===== src/rtl/id_ex_reg.sv =====
// -----------------------------------------------------------------------------
// id_ex_reg
// Decode-to-execute pipeline register of the five-stage RV32I core.
//
// Purpose:
//   Captures the decoded control bundle, register-file read data, extended
//   immediate, PC values and register indices at the end of decode and
//   presents them to execute one cycle later. Supports hazard-unit stall
//   (hold) and flush (bubble insertion) and carries a per-slot valid bit.
//
// Update priority on each rising clk edge (highest first):
//   reset_n = 0 -> clear everything
//   FlushE  = 1 -> load a bubble (all zeros, ValidE = 0)
//   StallE  = 1 -> hold
//   otherwise   -> load D inputs; an invalid slot (ValidD = 0) has its
//                  side-effecting control bits forced to 0.
//
// Ports:
//   clk, reset_n (sync, active-low), StallE, FlushE      : control
//   ValidD, RegWriteD, MemWriteD, JumpD, BranchD, ALUSrcD : 1-bit D fields
//   ResultSrcD[1:0], ALUControlD[2:0]                     : select fields
//   RD1D, RD2D, ImmExtD, PCD, PCPlus4D [31:0]             : data fields
//   Rs1D, Rs2D, RdD [4:0]                                 : register indices
//   <name>E                                               : registered copies
//   FlushCntE[31:0]                                       : flush counter
//
// Configuration macro:
//   IDEX_FLUSH_CNT_EN - when defined, adds FlushCntE, a saturating count of
//   flush edges taken while out of reset. When undefined, the port and its
//   register are absent.
// -----------------------------------------------------------------------------
module id_ex_reg (
  input  logic        clk,
  input  logic        reset_n,
  input  logic        StallE,
  input  logic        FlushE,
  input  logic        ValidD,
  input  logic        RegWriteD,
  input  logic        MemWriteD,
  input  logic        JumpD,
  input  logic        BranchD,
  input  logic        ALUSrcD,
  input  logic [1:0]  ResultSrcD,
  input  logic [2:0]  ALUControlD,
  input  logic [31:0] RD1D,
  input  logic [31:0] RD2D,
  input  logic [31:0] ImmExtD,
  input  logic [31:0] PCD,
  input  logic [31:0] PCPlus4D,
  input  logic [4:0]  Rs1D,
  input  logic [4:0]  Rs2D,
  input  logic [4:0]  RdD,
  output logic        ValidE,
  output logic        RegWriteE,
  output logic        MemWriteE,
  output logic        JumpE,
  output logic        BranchE,
  output logic        ALUSrcE,
  output logic [1:0]  ResultSrcE,
  output logic [2:0]  ALUControlE,
  output logic [31:0] RD1E,
  output logic [31:0] RD2E,
  output logic [31:0] ImmExtE,
  output logic [31:0] PCE,
  output logic [31:0] PCPlus4E,
  output logic [4:0]  Rs1E,
  output logic [4:0]  Rs2E,
  output logic [4:0]  RdE
`ifdef IDEX_FLUSH_CNT_EN
  ,
  output logic [31:0] FlushCntE
`endif
);

  // Complete decode-slot payload carried across the pipeline boundary.
  typedef struct packed {
    logic        valid;
    logic        reg_write;
    logic        mem_write;
    logic        jump;
    logic        branch;
    logic        alu_src;
    logic [1:0]  result_src;
    logic [2:0]  alu_control;
    logic [31:0] rd1;
    logic [31:0] rd2;
    logic [31:0] imm_ext;
    logic [31:0] pc;
    logic [31:0] pc_plus4;
    logic [4:0]  rs1;
    logic [4:0]  rs2;
    logic [4:0]  rd;
  } idex_bundle_t;

  idex_bundle_t slot_in_s;
  idex_bundle_t slot_d;
  idex_bundle_t slot_q;

  // Gather the D-stage inputs into one bundle; invalid slots lose the
  // control bits that would otherwise write state or redirect the PC.
  always_comb begin
    slot_in_s             = '0;
    slot_in_s.valid       = ValidD;
    slot_in_s.alu_src     = ALUSrcD;
    slot_in_s.result_src  = ResultSrcD;
    slot_in_s.alu_control = ALUControlD;
    slot_in_s.rd1         = RD1D;
    slot_in_s.rd2         = RD2D;
    slot_in_s.imm_ext     = ImmExtD;
    slot_in_s.pc          = PCD;
    slot_in_s.pc_plus4    = PCPlus4D;
    slot_in_s.rs1         = Rs1D;
    slot_in_s.rs2         = Rs2D;
    slot_in_s.rd          = RdD;
    if (ValidD) begin
      slot_in_s.reg_write = RegWriteD;
      slot_in_s.mem_write = MemWriteD;
      slot_in_s.jump      = JumpD;
      slot_in_s.branch    = BranchD;
    end else begin
      slot_in_s.reg_write = 1'b0;
      slot_in_s.mem_write = 1'b0;
      slot_in_s.jump      = 1'b0;
      slot_in_s.branch    = 1'b0;
    end
  end

  // Next-slot selection: flush beats stall, stall beats load.
  always_comb begin
    slot_d = slot_q;
    if (FlushE) begin
      slot_d = '0;
    end else if (StallE) begin
      slot_d = slot_q;
    end else begin
      slot_d = slot_in_s;
    end
  end

  // Slot register with synchronous active-low reset.
  always_ff @(posedge clk) begin
    if (!reset_n) begin
      slot_q <= '0;
    end else begin
      slot_q <= slot_d;
    end
  end

`ifdef IDEX_FLUSH_CNT_EN
  logic [31:0] flush_cnt_d;
  logic [31:0] flush_cnt_q;

  // Count flush edges, saturating at all-ones; stall does not block it.
  always_comb begin
    flush_cnt_d = flush_cnt_q;
    if (FlushE) begin
      if (flush_cnt_q != 32'hFFFF_FFFF) begin
        flush_cnt_d = flush_cnt_q + 32'd1;
      end else begin
        flush_cnt_d = flush_cnt_q;
      end
    end else begin
      flush_cnt_d = flush_cnt_q;
    end
  end

  // Flush counter register with synchronous active-low reset.
  always_ff @(posedge clk) begin
    if (!reset_n) begin
      flush_cnt_q <= 32'd0;
    end else begin
      flush_cnt_q <= flush_cnt_d;
    end
  end

  assign FlushCntE = flush_cnt_q;
`endif

  // Outputs come straight from flops; no input reaches an output in the
  // same cycle.
  assign ValidE      = slot_q.valid;
  assign RegWriteE   = slot_q.reg_write;
  assign MemWriteE   = slot_q.mem_write;
  assign JumpE       = slot_q.jump;
  assign BranchE     = slot_q.branch;
  assign ALUSrcE     = slot_q.alu_src;
  assign ResultSrcE  = slot_q.result_src;
  assign ALUControlE = slot_q.alu_control;
  assign RD1E        = slot_q.rd1;
  assign RD2E        = slot_q.rd2;
  assign ImmExtE     = slot_q.imm_ext;
  assign PCE         = slot_q.pc;
  assign PCPlus4E    = slot_q.pc_plus4;
  assign Rs1E        = slot_q.rs1;
  assign Rs2E        = slot_q.rs2;
  assign RdE         = slot_q.rd;

endmodule

===== config.mk =====
export PLATFORM = sky130hd
export DESIGN_NAME = id_ex_reg
export DESIGN_NICKNAME = d
export VERILOG_FILES = /design/src/rtl/id_ex_reg.sv
export SDC_FILE = /design/constraint.sdc
export NUM_CORES = 1
export LEC_CHECK = 0
export ABC_AREA = 1
export BUFFER_PORTS_ARGS = -buffer_cell sky130_fd_sc_hd__buf_2
export CORE_AREA = 4 4 145 147
export CTS_BUF_LIST = sky130_fd_sc_hd__clkbuf_8 sky130_fd_sc_hd__clkbuf_16
export CTS_CLUSTER_DIAMETER = 50
export DETAILED_ROUTE_END_ITERATION = 8
export DIE_AREA = 0 0 149 151
export SYNTH_ARGS = -nofsm -noshare
export SYNTH_HDL_FRONTEND = slang
export SYNTH_SLANG_ARGS = --single-unit

===== constraint.sdc =====
create_clock -name clk -period 1.05 [get_ports clk]
set_input_delay 0.21 -clock clk [delete_from_list [all_inputs] [get_ports clk]]
set_output_delay 0.21 -clock clk [all_outputs]
set_load 0.1 [all_outputs]

* Word level (Yosys, flattened, before mapping)
Index checks and enable logic that the tools add are counted.
Word-level totals: register bits after elaboration 186, bits of input ports 190, output and inout bits 186
Operators by class: muxes and demuxes 1, bitwise gates (word level) 1, reduce and logical (&&, ||, !) cells 1
Operators by type and width (number):
- $mux W4 | 1
- $reduce_or A2 Y1 | 1
- $not A1 Y1 | 1

* Longest topological paths before layout
depth after elaboration 2, mapped depth 6, gate-level depth less buffers 3

* Least setup slack after synthesis
No wires, ideal clock.
path type reg-to-reg, start reg, netlist name PCE[14], end reg slot_q (netlist bit PCE[14]), library setup time 0.067 ns, arrival time 1.226 ns, data required time 0.983 ns, path slack -0.243 ns, cell stages (with the launch flop) 3, buffers on the path 0, clock period less this slack 1.293 ns, cells stage by stage dfxtp_1 -> nand2_1 -> a21oi_2
RTL lines:
- end signal: assignment | RTL line 145 | slot_q <= slot_d;
- end: declaration | RTL line 97 | idex_bundle_t slot_q;

* Worst setup path after layout
start reg slot_q (netlist bit RD2E[7]), end out RD2E[7]
RTL lines:
- end: declaration | RTL line 62 | output logic [31:0] RD2E,
No word-level cell between the ends.

==> run_results.csv <==
group,metric,value,unit
power_and_ir_drop,power.ir.vdd_worst,1.10,mV
drt,drt_first_pass_iters,5,
floorplanning,die_height,151,um
timing,tns,-21.44,ns
worst_setup_path,cp_cell_instances,"buf_12",
worst_setup_path,critical_path_s_slowest_cell,"sky130_fd_sc_hd__dfxtp_2",
timing,finalHoldWorstSlack,0.0190,ns
drt,postRouteAntennaNets,0,
timing,post-route-period-util,112,%
clock_tree,clock-root-buffer,"sky130_fd_sc_hd__clkbuf_16",
run,max-cap-violations,0,
drt,routed_wl,24300,um
drt,route.detailed.drc,0,
worst_setup_path,setup.worst_path.end_class,"output pin",
synth,synth-xor-area-share,0,%
worst_setup_path,critical_path_buf_inv_count,1,
drt,vias,7023,
synth,synth.ff_latch_count,186,
placement,place_hpwl,17700,um
grt,maximum_number_of_pins_on_one_net_before_global_route_repair,41,
synth,synth_top_family_by_area,"simple AND/OR/NAND/NOR gates",
synth,avgSynthCellArea,8.10,sq um
floorplanning,std_cell_core_area,19900,sq um
outcome,outcome,"complete, but fails checks",
synth,synth_fp_nets,998,
drt,via_count_normalized_by_instance_count,4.54,
timing,worst_pin_slew,0.218,ns
timing,normalized_max_slew_margin,85.5,%
synth,synth.distinct_cells,12,
clock_tree,cts_htree_levels,4,
grt,vias_in_the_first_global_route,6759,
finish,finish.utilization,66.6,%
timing,final_max_slew_viol_count,0,
synth,synth_area,6540,sq um
synth,synth-adder-area-share,0,%
clock_tree,cts_made_buffers,17,
worst_hold_path,hp-class,"primary input to register",
grt,global_route_total_overflow,0,
timing,grt_setup_unrepaired,"yes",
floorplanning,die_area,22500,sq um
floorplanning,rows,52,
clock_tree,clk-insertion-delay-late,0.42,ns
timing,timing.final.setup_violations,186,
synth,seq_area_frac_synth,56.9,%
synth,synth-simple-area-share,21.9,%
placement,pre_cts_ws,-0.0692,ns
floorplanning,io_pins,376,
drt,wire_per_inst,15.7,um
finish,n_fill_cell,1515,
clock_tree,clock_path_buffers,2,
timing,post-route-min-period,1.18,ns
placement,port-buffer-count,375,
grt,gr_util_all_layers,20.2,%
floorplanning,starting_density_of_the_core,32.9,%
worst_setup_path,timing.setup.critical_path_class,"register to output pin",
timing,fmaxAchievable,847,MHz
power_and_ir_drop,power-per-cell-area,1390,nW/um^2
finish,flow.area_growth_from_synthesis,103,%
placement,postPlaceCellArea,11900,sq um
worst_setup_path,ff2ff_setup_slack,0.23,ns
worst_setup_path,path_delay_family,"flip-flops",
worst_setup_path,worst_ep_arrival_time,0.97,ns
clock_tree,clk_pin_slew,0.07,ns
finish,postLayoutCellArea,13300,sq um
worst_setup_path,critical_path.max_stage_delay,0.36,ns
grt,grt_antenna_before_repair,0,
finish,layout-drive-gt1-share,54.8,%
timing,postLayoutSetupSlackWorst,-0.130,ns
clock_tree,cts_tree,"done",
worst_setup_path,critical_path_required,0.84,ns
placement,place_congestion,0.774,
synth,netlist_instances,808,
worst_setup_path,critical_path.max_fanout,2,
synth,muxShareOfSynthArea,0,%
clock_tree,clkSinkCount,186,
finish,final_net_count,1456,
grt,grt_first_pass_wirelength,35800,um
power_and_ir_drop,p_leak,5.59,nW
worst_setup_path,critPathLaunchType,"register",
timing,clock-skew-final,0,ns
timing,hold_viol,0,
synth,share_of_the_synthesized_area_in_compound_gates_ao_oa_aoi_oai,14.8,%
outcome,violations,"setup timing",
floorplanning,die_width,149,um
drt,dr.first_iter.drc_count,242,
synth,yosysWarnings,0,
-- cells in the mapped netlist (all sizes together) --
library cell,number,area (sq um)
nand2,369,1410
a21oi,186,968
dfxtp,186,3720
buf,56,387
clkbuf,5,18.8
nand3,4,20.0
clkinv,1,8.76
inv,1,3.75
-- cell usage in the layout (no fill, tap or decap) --
master	count
sky130_fd_sc_hd__nand2_2	10
sky130_fd_sc_hd__clkinvlp_4	1
sky130_fd_sc_hd__inv_6	5
sky130_fd_sc_hd__nand3_1	4
sky130_fd_sc_hd__nand2_1	358
sky130_fd_sc_hd__inv_1	1
sky130_fd_sc_hd__a21oi_2	10
sky130_fd_sc_hd__clkbuf_8	1
sky130_fd_sc_hd__dlygate4sd3_1	38
sky130_fd_sc_hd__bufinv_16	4
sky130_fd_sc_hd__buf_2	188
sky130_fd_sc_hd__diode_2	1
sky130_fd_sc_hd__clkinv_4	2
sky130_fd_sc_hd__buf_4	72
sky130_fd_sc_hd__dfxtp_2	182
sky130_fd_sc_hd__dfxtp_4	4
sky130_fd_sc_hd__nand2_8	1
sky130_fd_sc_hd__clkbuf_16	17
sky130_fd_sc_hd__a21oi_1	176
sky130_fd_sc_hd__clkinv_2	1
sky130_fd_sc_hd__buf_12	202
-- metrics by stage --
stage          power, W  std cells
2_1_floorplan   0.00986        808
3_3_place_gp     0.0115       1428
3_5_place_dp     0.0116       1428
4_1_cts          0.0186       1511
5_1_grt          0.0192       1547
6_report         0.0185       1548
-- sequential cells by signal (all words and copies together), names as in the netlist, 2 cells and up --
register / flops
ImmExtE: 32
PCE: 32
PCPlus4E: 32
RD1E: 32
RD2E: 32
RdE: 5
Rs1E: 5
Rs2E: 5
ALUControlE: 3
ResultSrcE: 2
-- what timing repair did --
item,in CTS,in global routing
hold buffers,36,2
setup buffers,17,34
endpoints found under the hold margin,36,2
endpoints found under the setup margin,186,186
gates resized for setup,0,4
pin swaps,0,0
-- logic make-up after synthesis --
| family | after synthesis |
|---|---|
| compound gates | 186 |
| simple gates | 373 |
| flops | 186 |
| buf+inv | 63 |
-- layout make-up --
type                    count  area [sq um]  share of cell area, %
inverters                   2          12.5                 0.0943
well taps                 270           338                   2.55
repair buffers            500          5910                   44.5
multi-input cells         559          2410                   18.2
clock inverters            12           185                   1.40
clock buffers              18           439                   3.31
diodes                      1          2.50                 0.0189
flip-flops and latches    186          3970                   29.9
-- worst paths after layout --
| check | cells after the start | startpoint | to |
|---|---|---|---|
| max | 1 | RD2E[7]$_SDFFE_PP0N_ | RD2E[7] |
| min | 3 | RD1D[15] | RD1E[15]$_SDFFE_PP0N_ |
| max reg2reg | 4 | ImmExtE[8]$_SDFFE_PP0N_ | ImmExtE[8]$_SDFFE_PP0N_ |
| min reg2reg | 2 | RD2E[2]$_SDFFE_PP0N_ | RD2E[2]$_SDFFE_PP0N_ |
-- routing by layer --
metal / global-route usage (%) / up-vias / share of wire, %
li1: - / 3491 / -
met1: 22.3 / 3201 / 37
met2: 34.6 / 286 / 50
met3: 8.32 / 45 / 10
met4: 8.24 / 0 / 2.9
met5: 0 / - / 0
-- where the power goes --
group / switching, W / internal (W)
registers: 0.000232 / 0.00731
clock network: 0.00282 / 0.00407
logic: 0.00245 / 0.00157
-- worst min-delay path, stage by stage --
cell	delay [ns]
sky130_fd_sc_hd__buf_2	0.09
sky130_fd_sc_hd__nand2_1	0.06
sky130_fd_sc_hd__a21oi_1	0.05
(Power assumes the default switching activity.)
